## src/rtl/dac_sample_buffer.sv

```systemverilog
// dac_sample_buffer
//
// This block sits between the three-band EQ and the I2S transmitter.
// Each EQ sample is scaled by a soft-mute gain g before it is stored.
// g runs from 0 to 256, where 256 is unity. The gain ramps up or down
// by STEP for each accepted sample, so mute and start-up do not pop.
// Scaled samples wait in a DEPTH-entry FIFO. On each TX request the
// head sample is returned as the packed word {8'h00, sample, 8'h00}.
//
// Ports:
//   lmmi_clk_i   system clock
//   reset_n_i    asynchronous active-low reset
//   s_valid_i    one-cycle strobe; s_data_i carries a new sample
//   s_data_i     signed 16-bit EQ sample
//   mute_i       level-sensitive soft-mute request
//   dac_req_i    one-cycle sample request from the I2S TX
//   clr_flags_i  synchronous clear of the sticky flags
//   dac_data_o   packed output word (silence when the FIFO is empty)
//   level_o      FIFO occupancy
//   muted_o      high while the gain FSM is in MUTED
//   overflow_o   sticky: a sample was dropped because the FIFO was full
//   underflow_o  sticky: a request arrived while the FIFO was empty
//
// Gain FSM states:
//   state       | meaning
//   S_MUTED     | g = 0, waiting for mute_i to drop
//   S_RAMP_UP   | g rising by STEP per accepted sample
//   S_UNMUTED   | g = 256 (unity), waiting for mute_i
//   S_RAMP_DOWN | g falling by STEP per accepted sample

module dac_sample_buffer #(
    parameter int DEPTH = 4,
    parameter int STEP  = 8
) (
    input  logic                     lmmi_clk_i,
    input  logic                     reset_n_i,
    input  logic                     s_valid_i,
    input  logic [15:0]              s_data_i,
    input  logic                     mute_i,
    input  logic                     dac_req_i,
    input  logic                     clr_flags_i,
    output logic [31:0]              dac_data_o,
    output logic [$clog2(DEPTH):0]   level_o,
    output logic                     muted_o,
    output logic                     overflow_o,
    output logic                     underflow_o
);

    localparam int         AW     = $clog2(DEPTH);
    localparam logic [9:0] STEP_W = 10'(STEP);
    localparam logic [9:0] UNITY  = 10'd256;
    localparam logic [AW:0] FULL_LVL = (AW+1)'(DEPTH);

    typedef enum logic [1:0] {
        S_MUTED,
        S_RAMP_UP,
        S_UNMUTED,
        S_RAMP_DOWN
    } state_t;

    state_t state_q, state_d;
    logic [8:0] g_q, g_d;

    // Saturating gain steps, computed in 10 bits so g + STEP cannot wrap.
    logic [9:0] g_ext, g_inc, g_up, g_dn;

    assign g_ext = {1'b0, g_q};
    assign g_inc = g_ext + STEP_W;
    assign g_up  = (g_inc >= UNITY) ? UNITY : g_inc;
    assign g_dn  = (g_ext <= STEP_W) ? 10'd0 : (g_ext - STEP_W);

    // Leaving MUTED or UNMUTED applies the first ramp step on that same
    // sample, so a complete ramp takes exactly ceil(256/STEP) samples.
    // A reversal in the middle of a ramp holds g for one sample.
    always_comb begin
        state_d = state_q;
        g_d     = g_q;
        if (s_valid_i) begin
            case (state_q)
                S_MUTED: begin
                    if (!mute_i) begin
                        g_d     = 9'(g_up);
                        state_d = (g_up == UNITY) ? S_UNMUTED : S_RAMP_UP;
                    end
                end
                S_RAMP_UP: begin
                    if (mute_i) begin
                        state_d = S_RAMP_DOWN;
                    end else begin
                        g_d = 9'(g_up);
                        if (g_up == UNITY) state_d = S_UNMUTED;
                    end
                end
                S_UNMUTED: begin
                    if (mute_i) begin
                        g_d     = 9'(g_dn);
                        state_d = (g_dn == 10'd0) ? S_MUTED : S_RAMP_DOWN;
                    end
                end
                S_RAMP_DOWN: begin
                    if (!mute_i) begin
                        state_d = S_RAMP_UP;
                    end else begin
                        g_d = 9'(g_dn);
                        if (g_dn == 10'd0) state_d = S_MUTED;
                    end
                end
                default: begin
                    state_d = S_MUTED;
                    g_d     = 9'd0;
                end
            endcase
        end
    end

    always_ff @(posedge lmmi_clk_i or negedge reset_n_i) begin
        if (!reset_n_i) begin
            state_q <= S_MUTED;
            g_q     <= 9'd0;
            muted_o <= 1'b1;
        end else begin
            state_q <= state_d;
            g_q     <= g_d;
            muted_o <= (state_d == S_MUTED);
        end
    end

    // The product fits in 25 bits because g <= 256. Shifting it right by
    // 8 and keeping 16 bits gives truncation toward minus infinity.
    // The current g_q is used, so each sample sees the gain in effect
    // before that sample's ramp step.
    logic signed [25:0] data_ext, gain_ext, prod;
    logic        [15:0] scaled;

    assign data_ext = 26'($signed(s_data_i));
    assign gain_ext = {17'd0, g_q};
    assign prod     = data_ext * gain_ext;
    assign scaled   = 16'(prod >>> 8);

    logic [15:0]   mem [DEPTH];
    logic [AW-1:0] wr_ptr, rd_ptr;
    logic          full, empty, push, pop;

    assign full  = (level_o == FULL_LVL);
    assign empty = (level_o == '0);
    assign pop   = dac_req_i && !empty;
    // A full FIFO still accepts a sample when a pop happens in the same
    // cycle. An empty FIFO never bypasses: the new sample is only stored.
    assign push  = s_valid_i && (!full || pop);

    always_ff @(posedge lmmi_clk_i) begin
        if (push) mem[wr_ptr] <= scaled;
    end

    always_ff @(posedge lmmi_clk_i or negedge reset_n_i) begin
        if (!reset_n_i) begin
            wr_ptr      <= '0;
            rd_ptr      <= '0;
            level_o     <= '0;
            dac_data_o  <= 32'h0000_0000;
            overflow_o  <= 1'b0;
            underflow_o <= 1'b0;
        end else begin
            if (push) wr_ptr <= wr_ptr + 1'b1;
            if (pop)  rd_ptr <= rd_ptr + 1'b1;

            case ({push, pop})
                2'b10:   level_o <= level_o + 1'b1;
                2'b01:   level_o <= level_o - 1'b1;
                default: level_o <= level_o;
            endcase

            if (dac_req_i) begin
                dac_data_o <= empty ? 32'h0000_0000 : {8'h00, mem[rd_ptr], 8'h00};
            end

            // A new error in the same cycle as clr_flags_i keeps its flag set.
            if (s_valid_i && full && !dac_req_i) overflow_o <= 1'b1;
            else if (clr_flags_i)                overflow_o <= 1'b0;

            if (dac_req_i && empty)  underflow_o <= 1'b1;
            else if (clr_flags_i)    underflow_o <= 1'b0;
        end
    end

endmodule

```

## config.mk

```make
export PLATFORM = sky130hd
export DESIGN_NAME = dac_sample_buffer
export DESIGN_NICKNAME = d
export VERILOG_FILES = /design/src/rtl/dac_sample_buffer.sv
export SDC_FILE = /design/constraint.sdc
export NUM_CORES = 1
export LEC_CHECK = 0
export CAP_MARGIN = 30
export CORE_MARGIN = 3
export CORE_UTILIZATION = 30
export CTS_BUF_LIST = sky130_fd_sc_hd__clkbuf_4 sky130_fd_sc_hd__clkbuf_8
export CTS_CLUSTER_DIAMETER = 40
export CTS_CLUSTER_SIZE = 24
export DETAILED_ROUTE_END_ITERATION = 12
export GPL_ROUTABILITY_DRIVEN = 0
export SETUP_SLACK_MARGIN = 0.1
export SYNTH_ARGS = -nofsm -noshare
export SYNTH_HDL_FRONTEND = slang
export SYNTH_SLANG_ARGS = --single-unit
```

## constraint.sdc

```tcl
create_clock -name lmmi_clk_i -period 9.3 [get_ports lmmi_clk_i]
set_clock_uncertainty 0.05 [all_clocks]
set_input_delay 1.86 -clock lmmi_clk_i [delete_from_list [all_inputs] [get_ports lmmi_clk_i]]
set_output_delay 1.86 -clock lmmi_clk_i [all_outputs]
set_load 0.05 [all_outputs]
```

# After elaboration in Yosys (flattened, before gate mapping)
# Memory sizes are Yosys's and may differ from the RTL's.
# Index checks and enable logic that the tools add are counted.
[classes] add_sub_neg=6 n_mul=1 n_lt_le_gt_ge=2 n_eq_ne=9 muxes=22 reduce_logical=19
[ops] op="$mul A16 B10 Y24" n=1
[ops] op="$mux W24" n=1
[ops] op="$mux W10" n=2
[ops] op="$mux W2" n=9
[ops] op="$mux W9" n=2
[ops] op="$pmux W9 S2" n=1
[ops] op="$add A9 B4 Y10 const B" n=1
[ops] op="$eq A10 B9 Y1 const B" n=1
[ops] op="$ge A10 B9 Y1 const B" n=1
[ops] op="$logic_not A10 Y1" n=1
[ops] op="$sub A9 B4 Y10 const B" n=1
[ops] op="$le A9 B4 Y1 const B" n=1
[ops] op="$pmux W2 S4" n=1
[ops] op="$eq A2 B2 Y1 const B" n=3
[ops] op="$pmux W3 S2" n=1
[ops] op="$reduce_bool A2 Y1" n=3
[ops] op="$logic_and A1 B1 Y1" n=5
[ops] op="$mux W1" n=5
[ops] op="$add A2 B1 Y2 const B" n=2
[ops] op="$eq A2 B1 Y1 const B" n=2
[ops] op="$logic_not A2 Y1" n=2
[ops] op="$reduce_or A2 Y1" n=2
[ops] op="$add A3 B1 Y3 const B" n=1
[ops] op="$eq A3 B3 Y1 const B" n=1
[ops] op="7 further kinds" n=9
[totals] register_bits=53 mem_bits_rw=64 inputBits=22 output_inout_bits=38 n_memories=1
[mem_list] memory="mem" words=4 word_bits=16 read_ports=1 rd_ports_with_merged_regs=0 write_ports=1 line_no="140" source="logic [15:0] mem [DEPTH];"

# Longest topological paths before layout
# Gate-level depths: netlist (run 1).
[logic_depth] ltp_word=9 mapped_depth=21

# Worst setup path after synthesis (run 1)
# Ideal clock, no wire load.
[synth_path] kind="input-to-reg" start="input port s_data_i[7]" end="memory mem[0][14] (data pin)" setup_ns=0.265 arrival_ns=6.617 required_ns=8.985 path_slack_ns=2.368 stages=19 cell_sequence="buf_1 -> nand2_1 -> fa_1 -> inv_1 -> fa_1 -> inv_1 -> fa_1 -> inv_1 -> fa_1 -> inv_1 -> fa_1 -> inv_1 -> ha_1 -> a31o_1 -> a211o_2 -> o211ai_2 -> o211ai_2 -> or4b_1 -> o211a_1"
[synth_via] elab_chain_len=1
[synth_lines] item="start, declared" line_no="38" source="input logic [15:0] s_data_i,"
[synth_lines] item="$mul A16 B10 Y24" line_no="137" source="assign prod = data_ext * gain_ext;"
[synth_lines] item="named net prod[22]" line_no="132" source="logic signed [25:0] data_ext, gain_ext, prod;"
[synth_lines] item="end, declared" line_no="140"
# The timed path passes the listed nets, and every way through them passes these cells.

# Worst setup path after layout (run 1)
[layout_path] start="input port s_data_i[7]" end="memory mem[1][14] (data pin)"
# Same word-level chain as after synthesis.

==> results.py, run 1 <==
metrics = {
    "route": {
        "route.met2.wl_microns": 8710,
        "avgViaCountPerCell": 4.67,
        "vias": 5887,
        "highest_layer": "met4",
        "routed_wirelength_microns": 18700,
        "final_antenna_net_count": 0,
        "wl_met1_microns": 9080,
        "wl_met3_microns": 736,
        "initialDrtViolationCount": 329,
        "first_pass_iters": 6,
        "wl_per_cell_microns": 14.9,
        "route.detailed.drc": 0,
    },
    "timing": {
        "max-slew-margin-rel_pct": 38.0,
        "slew_viol_final": 0,
        "clock.fmax_mhz": 138,
        "setup_violations": 0,
        "rsz0062_at_grt": "no",
        "fin_setup_tns_ps": 0,
        "worst_slew_pin_slew_ps": 931,
        "final.min_clock_period_ps": 7260,
        "period_share_pct": 78.1,
        "whs_ps": 470,
        "final_hold_viol_count": 0,
    },
    "cells_and_area": {
        "area_growth_pct": 10.4,
        "final_cells": 1261,
        "antennaDiodeCount": 0,
        "layout-drive-gt1-share_pct": 5.51,
        "layout_common_cells": "inv_1, fa_1, nand2_1",
        "final_nets": 1061,
        "final_common_cell": "inv_1",
        "n_fill_cell": 3058,
    },
    "synthesis": {
        "syn_inst": 847,
        "synth_mux_area_share_pct": 4.35,
        "ys_types": 62,
        "yosysTopAreaCell": "fa_1",
        "async_flop_share_pct": 36.6,
        "ys_ff_latch": 101,
        "synthSimpleGateAreaFrac_pct": 12.3,
        "ys_top_cells_by_area": "fa_1, edfxtp_1, dfrtp_1, ha_1, inv_1",
        "yosysSeqAreaShare_pct": 30.9,
        "synth_edf_count": 64,
        "synth_xor_area_share_pct": 2.76,
        "synth_top_cell_area_share_pct": 25.0,
        "synth-compound-area-share_pct": 7.51,
        "avgSynthCellArea_sq_um": 10.9,
        "syn-cell-area_sq_um": 9210,
        "synth_top_family_by_area": "adder cells",
        "yosys.area_share.adder_pct": 32.9,
        "yosysWarnings": 0,
        "synth-main-ff-cell": "edfxtp_1",
    },
    "job": {
        "maxCapViolCount": 0,
    },
    "critical_path": {
        "endpoint_kind": "register",
        "worstPathMaxFanout": 9,
        "critPathKind": "input port to register",
        "cp.required_ps": 9360,
        "crit_chain": "clkdlybuf4s50_1 > nand2_1 > fa_1 > inv_1 > fa_1 > inv_1 > fa_1 > inv_1 > fa_1 > inv_1 > fa_1 > inv_1 > ha_1 > a31o_1 > a211o_2 > o211ai_2 > o211ai_2 > or4b_1 > o211a_1",
        "crit_arrival_ps": 7320,
        "slowest_stage": "clkdlybuf4s50_1",
        "cpPeakStageDelay_ps": 670,
        "cp_top_family": "adder cells",
        "start_kind": "input port",
        "path_buf_inv": 6,
    },
    "floorplanning": {
        "core-area_sq_um": 30000,
        "die_w_microns": 181,
        "rows": 63,
        "die_area_sq_um": 32800,
        "ios": 60,
        "start_util_pct": 30.7,
        "die_h_microns": 181,
    },
    "grt": {
        "grt_pass1_vias": 6120,
        "antenna_found_initial": 0,
        "grt_usage_pct": 11.8,
        "grt_max_degree": 38,
        "overflow": 0,
        "grt_pass1_wl_microns": 31700,
    },
    "cts": {
        "post_cts_resized": 0,
        "cts_hold_buffers": 0,
        "clock_path_buffers": 2,
        "postCtsSetupBuffers": 0,
        "numCtsBuffers": 9,
        "clk_latency_ps": 360,
        "cts-root-buf": "clkbuf_8",
        "cts.clk_slew.worst_paths_ps": 100,
        "tritoncts_num_sinks": 101,
        "cts_tree": "yes",
        "h-tree-depth": 3,
    },
    "place": {
        "hpwl_microns": 14400,
        "port_buffers": 43,
        "placed_cells": 1245,
    },
    "min_path": {
        "hold_class": "register to register",
    },
    "run_status": {
        "status": "finished, final reports clean",
    },
}
state kept, by name, summed over array words and instances, names as in the netlist:
register,flops
mem,64
dac_data_o,16
g_q,9
level_o,3
rd_ptr,2
state_q,2
wr_ptr,2
muted_o,1
overflow_o,1
underflow_o,1
path summary, 6_finish.rpt:
kind | start | to | slack, ps | cells after the start
worst max register to register | g_q[5] | mem[0][13] | 3360 | 15
worst min-delay path | dac_data_o[10] | dac_data_o[10] | 470 | 1
max in group asynchronous | reset_n_i | wr_ptr[1] | 7150 | 1
min in group asynchronous | reset_n_i | level_o[0] | 1540 | 1
worst min register to register | dac_data_o[10] | dac_data_o[10] | 470 | 1
worst max-delay path | s_data_i[7] | mem[1][14] | 2040 | 19
cells by family (layout without fill, tap and decap cells):
kind of cell               Yosys count  in the layout
DFF                                101            101
muxes                               20             20
adders and majority gates          173            173
AOI/OAI and AO/OA                   89             89
xor gates and xnor gates            29             29
other                                1             16
buffers and inverters              210            219
and+or+nand+nor                    224            224
cell type report:
type                       count  area (sq um)  area share (%)
multi-input combinational    551          5560            54.7
tap                          390           488            4.80
inverter                     155           582            5.72
timing repair buffer          48           483            4.75
sequential                   101          2850            28.0
clock inverter                 6          68.8           0.677
clock buffer                  10           131            1.29
routing by layer:
metal	vias to the layer above	global-route usage, %
li1	2743	-
met2	125	18.8
met3	18	1.69
met4	0	2.71
met5	-	0
met1	3001	17.2
cell usage after synthesis, drive strengths merged (3+ instances only):
library cell / instances
and3: 3
clkbuf: 27
and2: 78
o221ai: 3
a21o: 7
nand4: 4
xnor2: 18
a22o: 17
o211ai: 5
a211o: 3
inv: 154
a21oi: 13
buf: 28
nand3: 9
o21ai: 12
fa: 115
a31oi: 6
ha: 58
nand2: 88
nor3: 7
mux4: 16
mux2i: 4
edfxtp: 64
dfrtp: 36
nor2: 19
nand2b: 5
xor2: 11
per-stage QoR:
step	cell area (sq um)	setup WS [ps]	util (%)
after detailed placement	9960	1640	33.3
after global placement	9940	1740	33.2
after floorplan	9260	2370	-
after CTS	10200	2050	33.9
final	10200	2040	33.9
after global routing	10200	1810	33.9
Power of run 1 is not shown: default switching activity piles up to over one toggle a cycle in this logic, so the estimate is an artifact.
==> run 2, diff against run 1 <==
- clock period: 9.3 -> 6.1 ns (I/O delays scaled with it)
==> run 2 against run 1 <==
  * Worst hold slack lost 3.6 ps
  * Register-to-register slack lost 2900 ps
  * Utilization grew 2.7 points
==> results.py, run 2 (synthesized netlist as in run 1, its figures left out) <==
metrics = {
    "run_status": {
        "status": "finished, final reports clean",
    },
    "floorplanning": {
        "ios": 60,
        "die_w_microns": 181,
        "start_util_pct": 30.7,
        "die_area_sq_um": 32800,
        "die_h_microns": 181,
        "rows": 63,
        "core-area_sq_um": 30000,
    },
    "job": {
        "maxCapViolCount": 0,
    },
    "route": {
        "avgViaCountPerCell": 4.51,
        "final_antenna_net_count": 0,
        "initialDrtViolationCount": 293,
        "routed_wirelength_microns": 19300,
        "route.detailed.drc": 0,
        "first_pass_iters": 5,
        "wl_per_cell_microns": 14.3,
        "vias": 6087,
    },
    "critical_path": {
        "crit_arrival_ps": 5860,
        "crit_chain": "dlygate4sd2_1 > buf_6 > nand2_1 > fa_1 > inv_1 > fa_1 > fa_1 > fa_1 > inv_1 > fa_1 > inv_1 > ha_1 > a21o_1 > a21o_1 > a21oi_2 > or4b_1 > o211a_1",
        "cp.required_ps": 6150,
        "cpPeakStageDelay_ps": 580,
        "cp_common_cell": "fa_1",
        "worstPathMaxFanout": 5,
        "slowest_stage": "fa_1",
        "start_kind": "input port",
        "critPathKind": "input port to register",
        "reg2reg_slack_ps": 450,
        "endpoint_kind": "register",
    },
    "cells_and_area": {
        "reg.largest.list": "mem: 64 flops, dac_data_o: 16 flops, g_q: 9 flops",
        "area_growth_pct": 19.1,
        "final_common_cell": "inv_1",
        "layout-drive-gt1-share_pct": 17.2,
        "top_register": "mem",
        "final_nets": 1149,
        "layout_common_cells": "inv_1, fa_1, buf_4",
        "antennaDiodeCount": 0,
        "largest_reg_flops": 64,
    },
    "grt": {
        "grt_usage_pct": 12.1,
        "grt_pass1_vias": 6389,
        "antenna_found_initial": 0,
        "grt_pass1_wl_microns": 33000,
        "overflow": 0,
        "grt_max_degree": 38,
    },
    "cts": {
        "cts_tree": "yes",
        "h-tree-depth": 3,
        "numCtsBuffers": 9,
        "postCtsSetupBuffers": 0,
        "clk_latency_ps": 360,
        "cts_hold_buffers": 0,
        "cts-root-buf": "clkbuf_8",
        "clock_path_buffers": 2,
        "tritoncts_num_sinks": 101,
        "cts.clk_slew.worst_paths_ps": 100,
    },
    "timing": {
        "timing.final.ws_setup_ps": 287,
        "period_share_pct": 95.3,
        "max-slew-margin-rel_pct": 41.2,
        "final_hold_viol_count": 0,
        "worst_slew_pin_slew_ps": 883,
        "rsz0062_at_grt": "no",
        "clock.fmax_mhz": 172,
        "setup_violations": 0,
        "final.min_clock_period_ps": 5810,
        "slew_viol_final": 0,
    },
    "place": {
        "port_buffers": 43,
        "preCtsSetupSlack_ps": -660,
        "hpwl_microns": 15400,
    },
    "min_path": {
        "hold_class": "register to register",
    },
}
## run 2: metrics by stage
stage,setup TNS (ps),cell area [sq um],util (%),hold slack (ps),instances
final,0,11000,36.6,466,1349
after global routing,0,11000,36.6,477,1349
after CTS,0,10900,36.5,470,1349
after detailed placement,-26340,10600,35.5,449,1333
after global placement,-20390,10600,35.4,442,1332
after floorplan,0,9300,-,475,862
## run 2: metal layers
layer | share of wire [%] | track usage (%) | wire [microns]
met4 | 1.0 | 2.62 | 199
met3 | 2.8 | 0.846 | 530
met1 | 51 | 18.0 | 9880
met2 | 45 | 19.4 | 8650
met5 | 0 | 0 | 0
## run 2: area by class of cell
class / instances / area (sq um)
Clock buffer: 11 / 145
Multi-Input combinational cell: 551 / 5670
Timing Repair Buffer: 136 / 1130
Tap cell: 390 / 488
Clock inverter: 5 / 106
Fill cell: 2998 / 19000
Inverter: 155 / 582
Sequential cell: 101 / 2850
## run 2: final timing paths
path,from,end,cells past startpoint
min in group asynchronous,reset_n_i,state_q[1],1
hold reg to reg,dac_data_o[13],dac_data_o[13],1
setup reg to reg,g_q[4],mem[0][13],17
hold / removal,dac_data_o[13],dac_data_o[13],1
max in group asynchronous,reset_n_i,dac_data_o[10],1
setup / recovery,s_data_i[14],mem[2][14],17
## run 2: worst max-delay path: cells and delay by family
kind	cells	cell delay, ps
buffers and inverters	5	580
AND/OR/NAND/NOR	2	510
AO/OA/AOI/OAI	4	690
adder cells (fa/ha/maj)	6	2850
## run 2: timing repair
action,in CTS,in global routing
gates resized for setup,24,42
pin swaps,4,12
setup endpoints to repair,52,52
Power of run 2 is left out for the same reason.
==> run 3, diff against run 2 <==
- ABC_AREA: not set -> 1
==> run 3 against run 2 <==
  * Critical path type unchanged
  * Utilization increased by 0.14 points
  * Area after synthesis is 5.7% higher
  * Flip-flop and latch count did not move
  * Sequential share of layout area fell by 1.6 points
  * Worst hold slack worse by 2.9 ps
==> results.py, run 3 <==
metrics = {
    "route": {
        "highest_layer": "met4",
        "wl_met1_microns": 10600,
        "wl_met3_microns": 692,
        "final_antenna_net_count": 0,
        "wl_per_cell_microns": 12.9,
        "route.met2.wl_microns": 9890,
        "routed_wirelength_microns": 21400,
        "avgViaCountPerCell": 4.35,
        "first_pass_iters": 5,
        "vias": 7225,
        "route.detailed.drc": 0,
        "initialDrtViolationCount": 446,
    },
    "floorplanning": {
        "core-area_sq_um": 31800,
        "die_area_sq_um": 34700,
        "ios": 60,
        "rows": 65,
        "start_util_pct": 30.6,
        "die_w_microns": 186,
        "die_h_microns": 186,
    },
    "cells_and_area": {
        "largest_reg_flops": 64,
        "final_common_cell": "inv_1",
        "fin_util_pct": 36.8,
        "layout-drive-gt1-share_pct": 15.3,
        "top_register": "mem",
        "area_growth_pct": 20.1,
        "final_nets": 1415,
        "antennaDiodeCount": 0,
        "reg.largest.list": "mem: 64 flops, dac_data_o: 16 flops, g_q: 9 flops",
        "layout_common_cells": "inv_1, nand2_1, fa_1",
    },
    "cts": {
        "numCtsBuffers": 9,
        "clk_latency_ps": 360,
        "clock_path_buffers": 2,
        "cts-root-buf": "clkbuf_8",
        "h-tree-depth": 3,
        "tritoncts_num_sinks": 101,
        "cts_tree": "yes",
        "cts.clk_slew.worst_paths_ps": 100,
    },
    "synthesis": {
        "synth_top_cell_area_share_pct": 23.6,
        "synth_commonest_cells": "inv_1, nand2_1, fa_1, nor2_1, edfxtp_1",
        "synth-main-ff-cell": "edfxtp_1",
        "yosysWarnings": 0,
        "syn_inst": 1121,
        "synth_edf_count": 64,
        "yosysTopAreaCell": "fa_1",
        "yosysMostFrequentCell": "inv_1",
        "ys_top_cells_by_area": "fa_1, edfxtp_1, inv_1, dfrtp_1, nand2_1",
        "ys_types": 43,
        "yosysSeqAreaShare_pct": 29.3,
        "async_flop_share_pct": 36.6,
        "ys_ff_latch": 101,
        "avgSynthCellArea_sq_um": 8.68,
        "syn-cell-area_sq_um": 9740,
    },
    "grt": {
        "grt_max_degree": 38,
        "overflow": 0,
        "grt_pass1_wl_microns": 36100,
        "grt_pass1_vias": 7302,
        "antenna_found_initial": 0,
        "grt_usage_pct": 12.7,
    },
    "timing": {
        "period_share_pct": 96.3,
        "worst_slew_pin_slew_ps": 987,
        "max-slew-margin-rel_pct": 34.1,
        "final_hold_viol_count": 0,
        "slew_viol_final": 0,
        "rsz0062_at_grt": "no",
        "clock.fmax_mhz": 170,
        "timing.final.ws_setup_ps": 226,
        "setup_violations": 0,
        "final.min_clock_period_ps": 5870,
        "whs_ps": 463,
    },
    "critical_path": {
        "critPathKind": "input port to register",
        "worstPathMaxFanout": 7,
        "endpoint_kind": "register",
        "crit_arrival_ps": 5920,
        "cp.required_ps": 6140,
        "start_kind": "input port",
    },
    "run_status": {
        "status": "finished, final reports clean",
    },
    "place": {
        "preCtsSetupSlack_ps": -545,
        "port_buffers": 43,
        "hpwl_microns": 16600,
    },
    "min_path": {
        "hold_class": "register to register",
    },
    "job": {
        "maxCapViolCount": 0,
    },
}
-- run 3: cell types whose count changed in the layout (fill, tap and decap cells not counted), moves of 8 or more --
cell,delta
nor2_2,+13
o21ai_0,+33
and2_1,-74
nand2_1,+138
nand3_1,+9
a21oi_1,+15
o22ai_1,+18
ha_1,-8
inv_1,+104
mux4_2,-16
nand2_2,+13
nor2_1,+50
-- run 3: stage by stage --
stage	instances	TNS (ps)	instance area (sq um)
after detailed placement	1639	-16660	11100
after global placement	1637	-15200	11100
final	1660	0	11700
after floorplan	1136	0	9790
after global routing	1660	0	11700
after CTS	1655	0	11300
-- run 3: cells by family (layout without fill, tap and decap cells) --
| group | count (synthesis) | after routing | share of synthesized area, % |
|---|---|---|---|
| AO/OA/AOI/OAI | 136 | 136 | 8.38 |
| buffers and inverters | 320 | 409 | 13.5 |
| XOR/XNOR | 26 | 26 | 2.34 |
| adder cells (fa/ha/maj) | 173 | 173 | 31.1 |
| other | 1 | 16 | 0.0385 |
| flip-flops | 101 | 101 | 29.3 |
| AND/OR/NAND/NOR | 364 | 364 | 15.4 |
-- run 3: timing repair --
action / in CTS / in global routing
gates resized for setup: 8 / 71
pin swaps: 0 / 22
endpoints found under the setup margin: 20 / 56
hold buffers: 0 / 0
endpoints found under the hold margin: 0 / 0
buffers inserted: 0 / 5
-- run 3: final timing paths --
check | start | to | slack, ps | cells past startpoint
hold / removal | dac_data_o[16] | dac_data_o[16] | 460 | 1
hold reg to reg | dac_data_o[16] | dac_data_o[16] | 460 | 1
setup reg to reg | g_q[5] | mem[0][15] | 500 | 19
max in group asynchronous | reset_n_i | g_q[1] | 4530 | 1
min in group asynchronous | reset_n_i | dac_data_o[9] | 900 | 1
setup / recovery | s_data_i[12] | mem[3][13] | 230 | 19
-- run 3: final cells by class --
type                            count  area (sq um)
Clock inverter                      5          42.5
Tap cell                          435           544
Multi-Input combinational cell    715          5980
Inverter                          259           972
Clock buffer                       11           139
Sequential cell                   101          2850
Fill cell                        3219         20100
Timing Repair Buffer              134          1170
-- run 3: worst max-delay path, cell delays in order --
cell and delay, ps:
clkdlybuf4s50_1 500, buf_12 130, buf_4 110, nand2_1 60, fa_2 560, inv_1 60, fa_1 540, fa_1 420
fa_1 490, inv_1 50, fa_1 520, inv_1 60, ha_4 280, a21oi_2 180, buf_4 130, o21bai_1 60
a21oi_1 190, nand3_2 130, xor2_2 210
-- run 3: per-layer routing --
metal | global-route usage, % | up-vias
met2 | 21.1 | 134
met3 | 1.32 | 14
met1 | 18.3 | 3493
met4 | 2.38 | 0
met5 | 0 | -
li1 | - | 3584
Power of run 3 is left out for the same reason.
